[src/rtl/queue_uart_tx_if.sv]
// Pop/data channel between the 8-entry byte queue and the UART transmitter.
//   len_in      : queue element count (0-8), driven by the queue
//   data_in     : queue's registered data_out, driven by the queue
//   dequeue_out : one-cycle pop request, driven by the transmitter
// master = queue side, slave = transmitter side.
interface queue_uart_tx_if;
    logic [3:0] len_in;
    logic [7:0] data_in;
    logic       dequeue_out;

    modport master (
        output len_in,
        output data_in,
        input  dequeue_out
    );

    modport slave (
        input  len_in,
        input  data_in,
        output dequeue_out
    );
endinterface

[src/rtl/queue_uart_tx.sv]
// Queue-draining UART transmitter in the clk_10khz domain.
// Pops one byte at a time from the byte queue, captures it the cycle after the pop and
// sends start bit, 8 data bits LSB-first, optional even-parity bit and stop bit.
// Ports:
//   clk_10khz      : sole clock
//   reset          : synchronous, active-high reset
//   enable_in      : permits new pops; an in-flight frame always completes
//   q_if           : queue channel (len_in, data_in in; dequeue_out out)
//   tx_out         : serial line, idle high
//   busy_out       : high in every state except idle
//   sent_count_out : frames completed, modulo 256
// All outputs are registered.
module queue_uart_tx #(
    parameter int unsigned BIT_CYCLES = 4,
    parameter bit          PARITY_EN  = 1'b0
) (
    input  logic              clk_10khz,
    input  logic              reset,
    input  logic              enable_in,
    queue_uart_tx_if.slave    q_if,
    output logic              tx_out,
    output logic              busy_out,
    output logic [7:0]        sent_count_out
);

    localparam int unsigned   TimerW   = $clog2(BIT_CYCLES) + 1;
    localparam logic [TimerW-1:0] TimerLast = TimerW'(BIT_CYCLES - 1);

    typedef enum logic [2:0] {
        StIdle,
        StPop,
        StWait,
        StStart,
        StData,
        StParity,
        StStop
    } state_e;

    state_e              state_q, state_d;
    logic [TimerW-1:0]   timer_q, timer_d;
    logic [2:0]          bit_q, bit_d;
    logic [7:0]          shift_q, shift_d;
    logic                parity_q, parity_d;
    logic                dequeue_q, dequeue_d;
    logic                tx_q, tx_d;
    logic                busy_q, busy_d;
    logic [7:0]          sent_q, sent_d;
    logic                bit_end;

    assign bit_end = (timer_q == TimerLast);

    // Outputs are registered, so each output takes the value of the state being entered
    // at the same edge that enters it.
    always_comb begin
        state_d   = state_q;
        timer_d   = timer_q;
        bit_d     = bit_q;
        shift_d   = shift_q;
        parity_d  = parity_q;
        dequeue_d = dequeue_q;
        tx_d      = tx_q;
        busy_d    = busy_q;
        sent_d    = sent_q;

        unique case (state_q)
            StIdle: begin
                if (enable_in && (q_if.len_in != 4'd0)) begin
                    state_d   = StPop;
                    dequeue_d = 1'b1;
                    busy_d    = 1'b1;
                end
            end
            StPop: begin
                state_d   = StWait;
                dequeue_d = 1'b0;
            end
            StWait: begin
                // The queue updated data_out at the edge ending the pop cycle.
                shift_d  = q_if.data_in;
                parity_d = ^q_if.data_in;
                timer_d  = '0;
                tx_d     = 1'b0;
                state_d  = StStart;
            end
            StStart: begin
                if (bit_end) begin
                    timer_d = '0;
                    bit_d   = 3'd0;
                    tx_d    = shift_q[0];
                    state_d = StData;
                end else begin
                    timer_d = timer_q + 1'b1;
                end
            end
            StData: begin
                if (bit_end) begin
                    timer_d = '0;
                    if (bit_q == 3'd7) begin
                        if (PARITY_EN) begin
                            tx_d    = parity_q;
                            state_d = StParity;
                        end else begin
                            tx_d    = 1'b1;
                            state_d = StStop;
                        end
                    end else begin
                        // shift_q[0] is the bit on the line; the next one sits at [1].
                        bit_d   = bit_q + 3'd1;
                        shift_d = {1'b0, shift_q[7:1]};
                        tx_d    = shift_q[1];
                    end
                end else begin
                    timer_d = timer_q + 1'b1;
                end
            end
            StParity: begin
                if (bit_end) begin
                    timer_d = '0;
                    tx_d    = 1'b1;
                    state_d = StStop;
                end else begin
                    timer_d = timer_q + 1'b1;
                end
            end
            StStop: begin
                if (bit_end) begin
                    timer_d = '0;
                    busy_d  = 1'b0;
                    sent_d  = sent_q + 8'd1;
                    state_d = StIdle;
                end else begin
                    timer_d = timer_q + 1'b1;
                end
            end
            default: begin
                state_d   = StIdle;
                dequeue_d = 1'b0;
                tx_d      = 1'b1;
                busy_d    = 1'b0;
            end
        endcase
    end

    always_ff @(posedge clk_10khz) begin
        if (reset) begin
            state_q   <= StIdle;
            timer_q   <= '0;
            bit_q     <= '0;
            shift_q   <= '0;
            parity_q  <= 1'b0;
            dequeue_q <= 1'b0;
            tx_q      <= 1'b1;
            busy_q    <= 1'b0;
            sent_q    <= '0;
        end else begin
            state_q   <= state_d;
            timer_q   <= timer_d;
            bit_q     <= bit_d;
            shift_q   <= shift_d;
            parity_q  <= parity_d;
            dequeue_q <= dequeue_d;
            tx_q      <= tx_d;
            busy_q    <= busy_d;
            sent_q    <= sent_d;
        end
    end

    assign q_if.dequeue_out = dequeue_q;
    assign tx_out           = tx_q;
    assign busy_out         = busy_q;
    assign sent_count_out   = sent_q;

endmodule

[src/flat_wrapper.sv]
// flat-port wrapper written by rule: the top's interface ports become plain ports
module queue_uart_tx_flat 
#(
    parameter int unsigned BIT_CYCLES = 4,
    parameter bit          PARITY_EN  = 1'b0
)
  (clk_10khz, reset, enable_in, tx_out, busy_out, sent_count_out, q_if_len_in, q_if_data_in, q_if_dequeue_out);
  queue_uart_tx_if q_if_i ();
  input  logic clk_10khz;
  input  logic reset;
  input  logic enable_in;
  output logic tx_out;
  output logic busy_out;
  output logic [7:0] sent_count_out;
  input wire logic [$bits(q_if_i.len_in)-1:0] q_if_len_in;
  input wire logic [$bits(q_if_i.data_in)-1:0] q_if_data_in;
  output wire logic [$bits(q_if_i.dequeue_out)-1:0] q_if_dequeue_out;
  assign q_if_i.len_in = q_if_len_in;
  assign q_if_i.data_in = q_if_data_in;
  assign q_if_dequeue_out = q_if_i.dequeue_out;
  queue_uart_tx #(.BIT_CYCLES(BIT_CYCLES), .PARITY_EN(PARITY_EN)) u_core (.clk_10khz(clk_10khz), .reset(reset), .enable_in(enable_in), .q_if(q_if_i), .tx_out(tx_out), .busy_out(busy_out), .sent_count_out(sent_count_out));
endmodule
[config.mk]
export PLATFORM = sky130hd
export DESIGN_NAME = queue_uart_tx_flat
export DESIGN_NICKNAME = d
export VERILOG_FILES = /design/src/rtl/queue_uart_tx_if.sv /design/src/rtl/queue_uart_tx.sv /design/src/flat_wrapper.sv
export SDC_FILE = /design/constraint.sdc
export NUM_CORES = 1
export LEC_CHECK = 0
export ABC_AREA = 0
export CAP_MARGIN = 20
export CORE_MARGIN = 8
export CORE_UTILIZATION = 55
export DETAILED_ROUTE_END_ITERATION = 7
export PLACE_DENSITY = 0.83
export SLEW_MARGIN = 20
export SYNTH_ARGS = -nofsm -noshare
export SYNTH_HDL_FRONTEND = slang
export SYNTH_SLANG_ARGS = --single-unit
[constraint.sdc]
create_clock -name clk_10khz -period 4.1 [get_ports clk_10khz]
set_input_delay 0.82 -clock clk_10khz [delete_from_list [all_inputs] [get_ports clk_10khz]]
set_output_delay 0.82 -clock clk_10khz [all_outputs]
set_load 0.01 [all_outputs]
==> flow_summary.yaml <==
outcome:
  outcome: "finished clean"
worst_hold_path:
  hold_class: "register to register"
  min-delay-start: "u_core.timer_q[2]"
final_layout:
  diodes: 0
  final_cells: 212
  final_area_um2: 1738
  layout.nets: 202
  area_growth_pct: 18.52
  layout-drive-gt1-share_pct: 6.593
  final_core_util_pct: 69.52
power_and_ir_drop:
  p_clk_share_pct: 31.0
  p_sw_uw: 150.9
  swShare_pct: 25.63
  peakVddDrop_uv: 236.6
  p_int_uw: 438.1
  p_seq_share_pct: 53.4
  pwr_density_cell_nw_per_um2: 338.9
  comb_power_share_pct: 15.6
  power_leakage_uw: 0.0007135
yosys:
  synth_area_leaders: "dfxtp_1 (38%), mux2i_1 (7.5%), nor2_1 (7.4%), ha_1 (3.4%), xnor2_1 (3.0%)"
  synth_compound_area_share_pct: 17.24
  synthFlopType: "dfxtp_1"
  synth-simple-area-share_pct: 22.95
  synth_top_family_by_area: "simple AND/OR/NAND/NOR gates"
  syn_nets: 184
  synth.avg_cell_area_um2: 8.887
  synthMuxAreaShare_pct: 7.509
  yosysSeqAreaShare_pct: 38.23
  syn_inst: 165
  synth_edf_count: 0
  synth_top_area_share_pct: 38.23
  synth_warnings: 0
  synth_xor_area_share_pct: 4.181
  syn_area_um2: 1466
  synthDistinctLibCells: 40
  synth_async_sr_flop_share_pct: 0
  synthAdderAreaFrac_pct: 3.413
  synth_top_area_cell: "dfxtp_1"
  synth_most_common_cell: "nor2_1"
  ys_ff_latch: 28
  synth_common_cells: "nor2_1 (29), dfxtp_1 (28), mux2i_1 (11), clkbuf_1 (8), nand2_1 (7)"
floorplanning:
  die_w_um: 67.64
  core_um2: 2500
  num_rows: 18
  die_area_um2: 4574
  start_util_pct: 58.66
  die_h_um: 67.64
  ios: 26
worst_setup_path:
  slowest_delay_ns: 0.83
  startpoint_type: "register"
  cp_num_buf_inv: 0
  crit_chain: "nand2b_1 > o41ai_4 > nor2_1 > a211oi_1"
  startpoint: "u_core.state_q[2]"
  cp.arrival_ns: 2.79
  cp.required_ns: 4.34
  crit_path_end_kind: "register"
  crit_path_max_fanout: 18
  critical-path-top-delay-family: "compound AO/OA/AOI/OAI gates"
  r2r-start: "u_core.state_q[2]"
  crit_type: "register to register"
  crit_path_top_delay_cell: "o41ai_4"
global_routing:
  grt_max_degree: 20
  overflow: 0
  grt_pass1_wl_mm: 5.499
  grt_pass1_vias: 1210
  antenna_found_initial: 0
  track_usage_pct: 14.96
sta:
  hold_violations: 0
  fin_crit_sh_pct: 62.11
  rsz0062_at_grt: "no"
  worstMarginPinSlew_ns: 0.8289
  finClkSkew_ns: 0.003893
  final_max_slew_viol_count: 0
  period_needed_ns: 2.546
  max_freq_mhz: 392.7
  setup_viol: 0
  tns_ns: 0
  slew_headroom_pct: 44.55
place:
  portBuffers: 25
  gp_congestion: 0.9199
  place_inst: 208
  dpl_cell_area_um2: 1685
  hpwl_mm: 2.323
clock_network:
  cts_resized: 0
  postCtsSetupBuffers: 0
  clk_pin_slew_ns: 0.16
  hold_buffers: 0
  ctsHtreeMaxLevel: 1
  cts_buffers: 3
  clock_latency_ns: 0.33
  cts_tree: "yes"
  clock-sinks: 28
  clockBufferDepth: 2
  cts_root_buf: "clkbuf_4"
job:
  maxCapViolCount: 0
detailed_routing:
  post-route-drc-count: 0
  vias: 1232
  routed_wl_mm: 3.130
  vias_per_cell: 5.811
  wl_per_cell_um: 14.76
  dr.pass1.iters: 4
  drtIter0Drc: 61
  ant_nets: 0
-- cell families after synthesis --
kind of cell,count (synthesis)
flops,28
xor+xnor,7
simple gates,65
mux,11
buf+inv,18
compound gates,32
fa+ha+maj,4
-- sequential cells by signal (all words and copies together) (netlist names) --
name                     cells
u_core.sent_count_out        8
u_core.state_q               3
u_core.timer_q               3
u_core.tx_out                1
u_core.q_if.dequeue_out      1
u_core.bit_q                 3
u_core.shift_q               8
u_core.busy_out              1
-- layout by cell type, fill, tap and decap left out, types with 3 or more instances in the layout --
master / Yosys / final
xnor2_1: 5 / 5
inv_1: 5 / 5
dfxtp_1: 28 / 28
a211oi_1: 5 / 5
nor4_1: 3 / 3
clkbuf_4: 0 / 3
ha_1: 4 / 4
a211oi_2: 3 / 3
nor3_1: 3 / 3
nand2_1: 7 / 7
a21oi_1: 6 / 6
nor2_1: 29 / 29
nand3_1: 4 / 4
clkdlybuf4s50_1: 0 / 25
mux2i_1: 11 / 11
o21ai_0: 6 / 6
nand2b_1: 4 / 4
-- power by group through the flow --
stage	Sequential, uW	Clock [uW]	Combinational [uW]
after floorplan	308	0	75.4
after global placement	318	0	87.6
after detailed placement	320	0	92.8
after CTS	314	187	92.9
after global routing	318	197	103
final	314	183	92.1
-- through the flow --
stage	hold slack (ns)	power, uW	setup WS, ns
floorplan	0.4489	383.2	2.401
global placement	0.4678	405.4	1.747
detailed placement	0.4734	412.5	1.556
CTS	0.4994	593.5	1.546
global route	0.5187	617.3	1.298
finish	0.4949	589.0	1.554
-- path summary, 6_finish.rpt --
| path | end | slack [ns] | cells past startpoint |
|---|---|---|---|
| setup / recovery | u_core.shift_q[3] | 1.55 | 4 |
| hold reg to reg | u_core.timer_q[2] | 0.49 | 1 |
| hold / removal | u_core.timer_q[2] | 0.49 | 1 |
| setup reg to reg | u_core.shift_q[3] | 1.55 | 4 |
-- cell type report --
| cell class | count | area, um^2 |
|---|---|---|
| sequential | 28 | 560.5 |
| multi-input combinational | 119 | 810.8 |
| timing repair buffer | 26 | 257.7 |
| clock inverter | 1 | 30.03 |
| clock buffer | 3 | 22.52 |
| tap | 30 | 37.54 |
| fill | 196 | 762.0 |
| inverter | 5 | 18.77 |
-- per-layer routing --
layer  GRT usage (%)  up-vias  wire [um]  share of wire [%]
li1                -      615          -                  -
met1           18.32      568       1378                 44
met2           25.68       47       1473                 47
met3           2.815        2        257                8.2
met4           4.700        0         20               0.64
met5               0        -          0                  0
Note: power is estimated with default switching activity, not from simulation.
